===== src/rtl/darkmem_pkg.sv =====
// darkmem_pkg
//   Shared types and constants for the darkmemctl memory-side slave.
//   - mem_state_t : controller FSM states
//   - IO_SEL_BIT  : address bit selecting the IO region over RAM
//   - CNT_W       : width of the service-latency down-counter
package darkmem_pkg;

    typedef enum logic [1:0] {
        IDLE      = 2'd0,
        BUSY      = 2'd1,
        RESP      = 2'd2,
        WAIT_DROP = 2'd3
    } mem_state_t;

    localparam int IO_SEL_BIT = 31;
    localparam int CNT_W      = 8;

endpackage


===== src/rtl/darkmemctl_ram.sv =====
// darkmemctl_ram
//   Synchronous byte-enable word RAM with read-before-write. Word 0 lives in
//   its own asynchronously reset register so the board LEDs come up dark.
// Ports:
//   clk    in   clock, rising edge
//   rstn   in   asynchronous active-low reset (word 0 and rdata only)
//   we     in   write enable
//   be     in   byte lane enables, bit n covers wdata[8n+7:8n]
//   idx    in   word index for both read and write
//   wdata  in   write data
//   rdata  out  registered read data: the word at idx before this edge's write
//   word0  out  current contents of word 0
module darkmemctl_ram
    import darkmem_pkg::*;
#(
    parameter int DEPTH_LOG2 = 4
) (
    input  logic                  clk,
    input  logic                  rstn,
    input  logic                  we,
    input  logic [3:0]            be,
    input  logic [DEPTH_LOG2-1:0] idx,
    input  logic [31:0]           wdata,
    output logic [31:0]           rdata,
    output logic [31:0]           word0
);

    localparam int DEPTH = 1 << DEPTH_LOG2;

    // Entry 0 of the array shadows word0 on writes but is never read back.
    logic [31:0] mem [DEPTH];

    always_ff @(posedge clk) begin
        if (we) begin
            for (int b = 0; b < 4; b++) begin
                if (be[b]) mem[idx][8*b +: 8] <= wdata[8*b +: 8];
            end
        end
    end

    always_ff @(posedge clk or negedge rstn) begin
        if (!rstn) begin
            word0 <= '0;
            rdata <= '0;
        end else begin
            // Non-blocking read of the old value gives read-before-write.
            rdata <= (idx == '0) ? word0 : mem[idx];
            if (we && (idx == '0)) begin
                for (int b = 0; b < 4; b++) begin
                    if (be[b]) word0[8*b +: 8] <= wdata[8*b +: 8];
                end
            end
        end
    end

endmodule


===== src/rtl/darkmemctl.sv =====
// darkmemctl
//   Memory-side slave behind the darkpablomem scheduler. Accepts one request
//   at a time on the PAB_* channel, waits LATENCY cycles, then commits the
//   read/write and pulses MEM_VALID for one cycle. ADDR[31]=0 targets the
//   RAM (index ADDR[DEPTH_LOG2+1:2], upper bits alias), ADDR[31]=1 is the IO
//   region (writes dropped, reads return the LED value).
// Handshake: a request is accepted on a rising edge where PAB_VALID and
//   MEM_READY are both high; MEM_READY stays low until the request has
//   completed and PAB_VALID has been seen low, so a held request is serviced
//   only once. MEM_VALID is high for exactly one cycle per accepted request.
// Ports:
//   XCLK       in   clock
//   XRES       in   asynchronous active-low reset
//   PAB_VALID  in   request present
//   PAB_RD     in   read request
//   PAB_WR     in   write request
//   PAB_ADDR   in   byte address
//   PAB_DATA   in   write data
//   PAB_BE     in   byte enables
//   MEM_READY  out  idle, can accept
//   MEM_VALID  out  one-cycle completion pulse
//   MEM_DATA   out  read data, held until the next read completion
//   LED        out  RAM word 0 bits 3:0
module darkmemctl
    import darkmem_pkg::*;
#(
    parameter int DEPTH_LOG2 = 4,
    parameter int LATENCY    = 15
) (
    input  logic        XCLK,
    input  logic        XRES,
    input  logic        PAB_VALID,
    input  logic        PAB_RD,
    input  logic        PAB_WR,
    input  logic [31:0] PAB_ADDR,
    input  logic [31:0] PAB_DATA,
    input  logic [3:0]  PAB_BE,
    output logic        MEM_READY,
    output logic        MEM_VALID,
    output logic [31:0] MEM_DATA,
    output logic [3:0]  LED
);

    localparam logic [CNT_W-1:0] LAT_M1 = CNT_W'(LATENCY - 1);

    mem_state_t state, state_nxt;

    logic [CNT_W-1:0]      cnt;
    logic                  rd_q, wr_q, io_q;
    logic [DEPTH_LOG2-1:0] idx_q;
    logic [31:0]           data_q;
    logic [3:0]            be_q;

    logic                  accept, commit;
    logic [DEPTH_LOG2-1:0] req_idx, ram_idx;
    logic [31:0]           ram_rdata, word0;

    // Address bits that the decode deliberately ignores.
    logic unused_bits;
    assign unused_bits = ^{PAB_ADDR[30:DEPTH_LOG2+2], PAB_ADDR[1:0], word0[31:4]};

    assign req_idx = PAB_ADDR[DEPTH_LOG2+1:2];
    assign accept  = (state == IDLE) && PAB_VALID;
    // Edge that enters RESP: the captured request commits here.
    assign commit  = (state == BUSY) && (cnt == '0);

    // While idle the RAM read port tracks the incoming address so its
    // registered output already holds the target word one edge after
    // acceptance; afterwards the captured index is held, and nothing else
    // writes the RAM until commit, so rdata is the pre-write value.
    assign ram_idx = (state == IDLE) ? req_idx : idx_q;

    always_ff @(posedge XCLK or negedge XRES) begin
        if (!XRES) state <= IDLE;
        else       state <= state_nxt;
    end

    // A LATENCY of 1 loads the counter with 0, so BUSY lasts a single cycle
    // and RESP is entered on the edge after acceptance.
    always_comb begin
        state_nxt = state;
        case (state)
            IDLE:      if (PAB_VALID) state_nxt = BUSY;
            BUSY:      if (cnt == '0) state_nxt = RESP;
            RESP:      state_nxt = PAB_VALID ? WAIT_DROP : IDLE;
            WAIT_DROP: if (!PAB_VALID) state_nxt = IDLE;
            default:   state_nxt = IDLE;
        endcase
    end

    always_ff @(posedge XCLK or negedge XRES) begin
        if (!XRES) begin
            cnt      <= '0;
            rd_q     <= 1'b0;
            wr_q     <= 1'b0;
            io_q     <= 1'b0;
            idx_q    <= '0;
            data_q   <= '0;
            be_q     <= '0;
            MEM_DATA <= '0;
        end else begin
            if (accept) begin
                cnt    <= LAT_M1;
                rd_q   <= PAB_RD;
                wr_q   <= PAB_WR;
                io_q   <= PAB_ADDR[IO_SEL_BIT];
                idx_q  <= req_idx;
                data_q <= PAB_DATA;
                be_q   <= PAB_BE;
            end else if ((state == BUSY) && (cnt != '0)) begin
                cnt <= cnt - 1'b1;
            end
            if (commit && rd_q) begin
                MEM_DATA <= io_q ? {28'b0, word0[3:0]} : ram_rdata;
            end
        end
    end

    darkmemctl_ram #(
        .DEPTH_LOG2 (DEPTH_LOG2)
    ) u_ram (
        .clk   (XCLK),
        .rstn  (XRES),
        .we    (commit && wr_q && !io_q),
        .be    (be_q),
        .idx   (ram_idx),
        .wdata (data_q),
        .rdata (ram_rdata),
        .word0 (word0)
    );

    assign MEM_READY = (state == IDLE);
    assign MEM_VALID = (state == RESP);
    assign LED       = word0[3:0];

endmodule


===== config.mk =====
export PLATFORM = sky130hd
export DESIGN_NAME = darkmemctl
export DESIGN_NICKNAME = d
export VERILOG_FILES = /design/src/rtl/darkmem_pkg.sv /design/src/rtl/darkmemctl_ram.sv /design/src/rtl/darkmemctl.sv
export SDC_FILE = /design/constraint.sdc
export NUM_CORES = 1
export LEC_CHECK = 0
export ABC_AREA = 1
export CAP_MARGIN = 20
export CORE_UTILIZATION = 50
export DETAILED_ROUTE_END_ITERATION = 10
export MAX_ROUTING_LAYER = met4
export PLACE_DENSITY = 0.77
export SLEW_MARGIN = 20
export SYNTH_ARGS = -nofsm -noshare
export SYNTH_HDL_FRONTEND = slang
export SYNTH_SLANG_ARGS = --single-unit

===== constraint.sdc =====
create_clock -name XCLK -period 2 [get_ports XCLK]
set_input_delay 0.2 -clock XCLK [delete_from_list [all_inputs] [get_ports XCLK]]
set_output_delay 0.2 -clock XCLK [all_outputs]
set_load 0.1 [all_outputs]

==> results of run 1 <==
per-layer routing:
metal  up-vias  wire length [um]  global-route usage
li1       8915                 -                   -
met1      9655             27400               0.356
met2      1360             36500               0.456
met3       279              7870              0.0467
met4         0              3830               0.135
met5         -                 0                   -
power by group:
part	switching [uW]	internal, uW	total, uW
Sequential	2320	16600	18900
Clock	4910	6490	11400
Combinational	18000	10100	28000
critical path, delay by kind of cell, from the launching register on:
kind / cells / cell delay (ns)
flip-flops: 1 / 0.43
buffers and inverters: 3 / 0.68
AND/OR/NAND/NOR: 7 / 0.94
flip-flops by register name, summed over array words and instances (netlist names):
| register | cells |
|---|---|
| u_ram.word0 | 32 |
| MEM_DATA | 32 |
| cnt | 8 |
| be_q | 4 |
| data_q | 32 |
| io_q | 1 |
| wr_q | 1 |
| u_ram.mem | 480 |
| rd_q | 1 |
| u_ram.rdata | 32 |
| state | 2 |
| idx_q | 4 |
synth_stat cells, drive strengths merged:
master  count  area [sq um]
clkbuf     44           165
dfrtp     149          3730
nor2      191           777
o21a        5          37.5
nor3        1          5.00
nand2    1183          4470
nand3     327          1640
ha          2          25.0
a21oi       1          5.00
inv        27           101
xor2        2          17.5
edfxtp    480         14400
o21ai      46           238
clkinv      1          3.75
buf       101           561
area by class of cell:
class,instances,area (sq um)
Inverter,28,125
Fill cell,3525,18200
Multi-Input combinational cell,1758,8300
Timing Repair Buffer,291,3890
Tap cell,680,851
Sequential cell,629,18100
Clock buffer,94,1850
Clock inverter,22,143
stage by stage:
| step | hold WS [ns] | setup TNS (ns) |
|---|---|---|
| 2_1_floorplan | -0.0956 | -231.82 |
| 3_3_place_gp | -0.00650 | -77.53 |
| 3_5_place_dp | -0.00329 | -95.98 |
| 4_1_cts | 0.0872 | -18.45 |
| 5_1_grt | 0.120 | -70.20 |
| 6_report | 0.109 | -57.49 |
worst min-delay path by stage:
stage	from	depth (start not counted)	end	slack [ns]
6_report	PAB_BE[2]	3	be_q[2]	0.11
5_1_grt	PAB_BE[2]	3	be_q[2]	0.12
4_1_cts	PAB_BE[2]	3	be_q[2]	0.09
3_5_place_dp	XRES	1	data_q[2]	-0.003
3_3_place_gp	XRES	1	data_q[2]	-0.006
2_1_floorplan	XRES	0	MEM_DATA[0]	-0.1
logic make-up (layout without fill, tap and decap cells):
kind of cell,Yosys count,after routing
and+or+nand+nor,1702,1702
xor gates and xnor gates,2,2
DFF,629,629
adders and majority gates,2,2
AOI/OAI and AO/OA,52,52
buffers and inverters,173,435
repair_timing:
action	in CTS	in global routing
resized for setup	106	121
gates cloned	12	7
endpoints found under the hold margin	149	0
hold buffers	2	0
buffers inserted	52	10
endpoints found under the setup margin	554	564
pin swaps	68	88
==> reports/metrics.cfg, run 1 <==
[power]
power_uw=58300
p_leak_uw=0.0141
power-per-cell-area_nw_per_um2=1750
ir_worst_vdd_v=0.00101

[floorplanning]
io_pins=111
chipWidth_um=231
start_util=0.508
rows=83
core_area_sq_um=51500
die_h_um=231
die_area_sq_um=53300

[placed_design]
dpl_cell_area_sq_um=29100
place_hpwl_mm=41.9
portBuffers=83
dpl.cell_count=3307
pre_cts_ws_ns=-0.336
place.gp.congestion=0.874

[global_routing]
overflow=0
grt_max_degree=94
gr-usage-all-layers=0.285
grt_pass1_vias=19700
antenna_found_initial=0
grt_pass1_wl_mm=112

[worst_setup_path]
crit_slowest_cell=dfrtp_1
cp.required_ns=2.52
critPathArrivalTime_ns=2.70
worstSetupStartpoint=state[1]
r2r_setup_slack_ns=-0.18
criticalPathCategory=flip-flop to flip-flop
critPathMaxFanout=16
crit_path_start_kind=flip-flop
endpoint_kind=flip-flop
r2r-end=u_ram.rdata[15]
path_cells=inv_1 > nand2_4 > nand2_2 > nand2_4 > nor2_4 > buf_4 > nand2_8 > bufbuf_16 > nor2_1 > nor2_1
cp-endpoint=u_ram.rdata[15]
r2r-start=state[1]
reg2reg_depth=10
cp_slowest_stage_delay_ns=0.43

[cts]
root_buffer=clkbuf_16
cts.sink_count=629
cts_tree=yes
clockBufferDepth=3
htreeDepth=2
clk_pin_slew_ns=0.06
cts_made_buffers=61
clk_latency_ns=0.63

[synth]
synth_area_sq_um=26200
synth_compound_area_frac=0.0107
ys_types=24
seq_area_frac_synth=0.693
syn_inst=2560
synth_xor_area_frac=0.000669
syn_avg_cell_area_sq_um=10.2
synth_simple_gate_area_frac=0.263
synth_mux_area_frac=0
ys_warn_count=0
ys_ff_latch=629
synth_fa_ha_area_frac=0.000956
syn-num-nets=2635
synth_top_family_by_area=simple AND/OR/NAND/NOR gates

[sta]
worst_pin_slew_ns=0.793
period_minus_slack_ns=2.18
max_freq_ghz=0.459
hold_viol=0
setup_viol=546
finClkSkew_ns=0.0124
finalCritPeriodShare=1.09
rsz0062_at_grt=true
slew_violations=0
setup_ws_ns=-0.179
slew_headroom=0.471

[routing]
wire_per_inst_um=21.6
drc=0
ant_nets=0
drtIter0Drc=2803
vias_per_cell=5.77
vias=20200
totalWireLength_mm=75.5
drtPass1Iterations=6

[finish]
fin_cells=3502
area_growth_pct=27.2
final_common_cell=nand2_1
final_area_sq_um=33300
most-common-layout-cells=nand2_1 (1,100), edfxtp_1 (480), nand3_1 (317), dfrtp_1 (148), nor2_1 (103)
n_antenna_cell=0
post-route-util=0.647
drive_gt1_frac=0.191
nNetsFinal=2844

[flow_run]
cap_violations=0

[outcome]
violations=negative setup slack
outcome=finished, violations left

[min_path]
hold_class=primary input to flip-flop

(Power assumes the default switching activity.)
==> inputs of run 2 (changes only) <==
- CORE_UTILIZATION: 50 -> 45
- PLACE_DENSITY: 0.77 -> 0.71
- SKIP_CTS_REPAIR_TIMING: unset -> 1
- TNS_END_PERCENT: unset -> 20
==> reports/metrics.cfg, run 2 (synthesis results as in run 1) <==
[cts]
clk_pin_slew_ns=0.06
cts.sink_count=629
root_buffer=clkbuf_16
cts_tree=yes
cts_made_buffers=60
clockBufferDepth=3
clk_latency_ns=0.63
htreeDepth=2

[worst_setup_path]
cp_slowest_stage_delay_ns=0.42
crit_slowest_cell=dfrtp_1
critPathArrivalTime_ns=2.43
cpMostUsedCell=nor2_4
critPathMaxFanout=8
cp.required_ns=2.30
endpoint_kind=flip-flop
criticalPathCategory=flip-flop to flip-flop
path_cells=nor2_4 > buf_12 > nand2_4 > o21ai_4 > inv_2 > nor2_4 > buf_6 > nand2_8 > nor2_4
crit_path_start_kind=flip-flop

[global_routing]
grt_max_degree=65
gr-usage-all-layers=0.232
antenna_found_initial=0
overflow=0
grt_pass1_wl_mm=103
grt_pass1_vias=18300

[finish]
final_common_cell=nand2_1
drive_gt1_frac=0.160
most-common-layout-cells=nand2_1 (1,145), edfxtp_1 (480), nand3_1 (319), dfrtp_1 (149), buf_4 (118)
largest_reg_flops=480
area_growth_pct=22.9
final_area_sq_um=32200
n_antenna_cell=0
nNetsFinal=2806
top_register=u_ram.mem

[floorplanning]
core_area_sq_um=57600
rows=88
io_pins=111
chipWidth_um=243
start_util=0.455
die_h_um=243
die_area_sq_um=59200

[sta]
slew_violations=0
finalCritPeriodShare=1.06
hold_viol=0
period_minus_slack_ns=2.13
setup_viol=480
worst_pin_slew_ns=0.785
max_freq_ghz=0.470
finClkSkew_ns=0.0197
setup_ws_ns=-0.126
rsz0062_at_grt=true
slew_headroom=0.477

[routing]
vias=19200
vias_per_cell=5.40
totalWireLength_mm=70.4
drtIter0Drc=2419
ant_nets=0
drtPass1Iterations=5
wire_per_inst_um=19.8
drc=0

[placed_design]
portBuffers=83
dpl_cell_area_sq_um=29100
place_hpwl_mm=41.8
place.gp.congestion=0.926

[outcome]
outcome=finished, violations left
violations=negative setup slack

[power]
p_leak_uw=0.0137
power_uw=55500
ir_worst_vdd_v=0.00151
power-per-cell-area_nw_per_um2=1720

[flow_run]
cap_violations=0

[min_path]
hold_class=primary input to async pin

-- run 2: cell count changes in the layout (fill, tap and decap cells not counted), sizes merged --
cell         before  now
buf             237  194
bufbuf            1    0
bufinv            1    4
clkbuf          101   99
clkinv           17   22
clkinvlp          2    1
dlygate4sd3       2    1
inv              30   29
-- run 2: cell type report --
class                           count  area (sq um)
Fill cell                        4630         25400
Sequential cell                   629         18100
Multi-Input combinational cell   1758          7980
Clock buffer                       84          1720
Timing Repair Buffer              254          3040
Tap cell                          765           957
Inverter                           28           110
Clock inverter                     28           246
-- run 2: layer usage --
layer  track usage  vias up  routed length (um)  part of all wire
met2         0.363      921               33900              0.48
met4        0.0777        0                2080             0.030
li1              -     8851                   -                 -
met3        0.0397      143                6140             0.087
met5             -        -                   0                 0
met1         0.306     9245               28300              0.40
-- run 2: path summary, 6_finish.rpt --
kind	endpoint	from	slack, ns	cells past startpoint
worst max-delay path	u_ram.mem[2][23]	state[1]	-0.13	9
worst min-delay path	u_ram.rdata[0]	XRES	0.10	2
worst max register to register	u_ram.mem[2][23]	state[1]	-0.13	9
worst min register to register	MEM_DATA[13]	u_ram.rdata[13]	0.47	2
max in group asynchronous	be_q[2]	XRES	1.23	3
min in group XCLK	data_q[28]	PAB_DATA[28]	0.11	3
-- run 2: worst max-delay path: cells and delay by family (launching register included) --
kind / cells / cell delay (ns)
AOI/OAI and AO/OA: 1 / 0.12
buffers and inverters: 3 / 0.44
DFF: 1 / 0.42
and+or+nand+nor: 5 / 0.84
-- run 2: per-stage QoR --
step                setup WS, ns  instances  TNS [ns]  utilization  hold slack [ns]
floorplan                 -0.487       2560   -239.01            -          -0.0956
global placement          -0.195       3396    -65.49        0.505            0.176
detailed placement        -0.225       3396    -74.25        0.505            0.183
CTS                       -0.222       3508    -65.61        0.539           -0.480
global route              -0.171       3546    -63.45        0.559            0.118
finish                    -0.126       3546    -22.57        0.559            0.102
-- run 2: power by group --
| part | total [uW] | switching, uW | internal (uW) | leakage (uW) |
|---|---|---|---|---|
| clock network | 11300 | 4860 | 6490 | 0.000971 |
| registers | 18800 | 2250 | 16600 | 0.00629 |
| logic | 25300 | 16900 | 8420 | 0.00639 |
| total | 55500 | 24000 | 31500 | 0.0137 |
==> inputs of run 3 (changes only) <==
- HOLD_SLACK_MARGIN: unset -> 0.15
==> reports/metrics.cfg, run 3 (synthesis results as in run 1) <==
[outcome]
outcome=finished, violations left
violations=negative setup slack

[floorplanning]
die_area_sq_um=59200
start_util=0.455
chipWidth_um=243
core_area_sq_um=57600
io_pins=111
die_h_um=243
rows=88

[routing]
wire_per_inst_um=19.8
ant_nets=0
vias=19200
totalWireLength_mm=70.6
drc=0
drtPass1Iterations=5
vias_per_cell=5.40
drtIter0Drc=2298

[power]
ir_worst_vdd_v=0.00151
power_uw=55500
power-per-cell-area_nw_per_um2=1710
p_leak_uw=0.0137

[worst_setup_path]
crit_path_start_kind=flip-flop
criticalPathCategory=flip-flop to flip-flop
critPathMaxFanout=8
cp.required_ns=2.30
critPathArrivalTime_ns=2.44
endpoint_kind=flip-flop

[finish]
final_common_cell=nand2_1
n_antenna_cell=0
fin_cells=3564
area_growth_pct=23.6
top_register=u_ram.mem
nNetsFinal=2824
largest_reg_flops=480
post-route-util=0.562
most-common-layout-cells=nand2_1 (1,145), edfxtp_1 (480), nand3_1 (319), dfrtp_1 (149), buf_4 (118)
nFillCells=4624
drive_gt1_frac=0.159

[global_routing]
grt_pass1_wl_mm=103
grt_pass1_vias=18300
grt_max_degree=65
antenna_found_initial=0
gr-usage-all-layers=0.232
overflow=0

[cts]
clk_pin_slew_ns=0.06
cts_made_buffers=60
htreeDepth=2
clk_latency_ns=0.63
root_buffer=clkbuf_16
cts.sink_count=629
cts_tree=yes
clockBufferDepth=3

[sta]
setup_ws_ns=-0.137
worst_pin_slew_ns=0.787
finClkSkew_ns=0.0185
rsz0062_at_grt=true
finalCritPeriodShare=1.07
setup_viol=528
hold_ws_ns=0.121
slew_headroom=0.475
hold_viol=0
slew_violations=0
period_minus_slack_ns=2.14
max_freq_ghz=0.468

[placed_design]
dpl.cell_count=3396
place.gp.congestion=0.926
portBuffers=83
place_hpwl_mm=41.8
pre_cts_ws_ns=-0.225

[min_path]
hold_class=primary input to flip-flop

[flow_run]
cap_violations=0

==> run 3: changes by cell type in the layout (fill, tap and decap cells not counted), sizes merged <==
cell | before | now
dlygate4sd3 | 1 | 19
==> run 3: final timing paths <==
path | slack, ns | end | cells after the start | startpoint
worst max-delay path | -0.14 | u_ram.mem[2][23] | 9 | state[1]
worst min-delay path | 0.12 | data_q[16] | 3 | PAB_DATA[16]
worst max register to register | -0.14 | u_ram.mem[2][23] | 9 | state[1]
worst min register to register | 0.47 | MEM_DATA[13] | 2 | u_ram.rdata[13]
max in group asynchronous | 0.68 | be_q[2] | 4 | XRES
min in group asynchronous | 0.64 | data_q[4] | 3 | XRES
==> run 3: critical path: stages, from the launching register on <==
cell,delay (ns)
dfrtp_1,0.43
nor2_4,0.14
buf_12,0.15
nand2_4,0.05
o21ai_4,0.12
inv_2,0.11
nor2_4,0.26
buf_6,0.18
nand2_8,0.09
nor2_4,0.29
==> run 3: power by group <==
part / switching, uW / total [uW] / internal [uW] / leakage [uW]
clock network: 4850 / 11300 / 6490 / 0.000971
registers: 2250 / 18800 / 16600 / 0.00629
logic: 16900 / 25300 / 8450 / 0.00646
total: 24000 / 55500 / 31500 / 0.0137
==> run 3: per-stage QoR <==
step	instance area, sq um	setup TNS, ns
detailed placement	29100	-74.25
floorplan	26700	-239.01
CTS	31100	-65.61
finish	32400	-31.98
global placement	29100	-65.49
global route	32400	-71.61
==> run 3: cell type report <==
class,count,area [sq um],area share
clock buffers,84,1720,0.0530
clock inverters,28,246,0.00761
inverters,28,110,0.00340
multi-input cells,1758,7980,0.247
flip-flops and latches,629,18100,0.560
well taps,765,957,0.0296
repair buffers,272,3220,0.0994
==> run 3: metal layers <==
layer | GRT usage | up-vias | wire (um)
li1 | - | 8884 | -
met1 | 0.306 | 9282 | 28300
met2 | 0.363 | 935 | 33800
met3 | 0.0397 | 139 | 6330
met4 | 0.0777 | 0 | 2190
met5 | - | - | 0
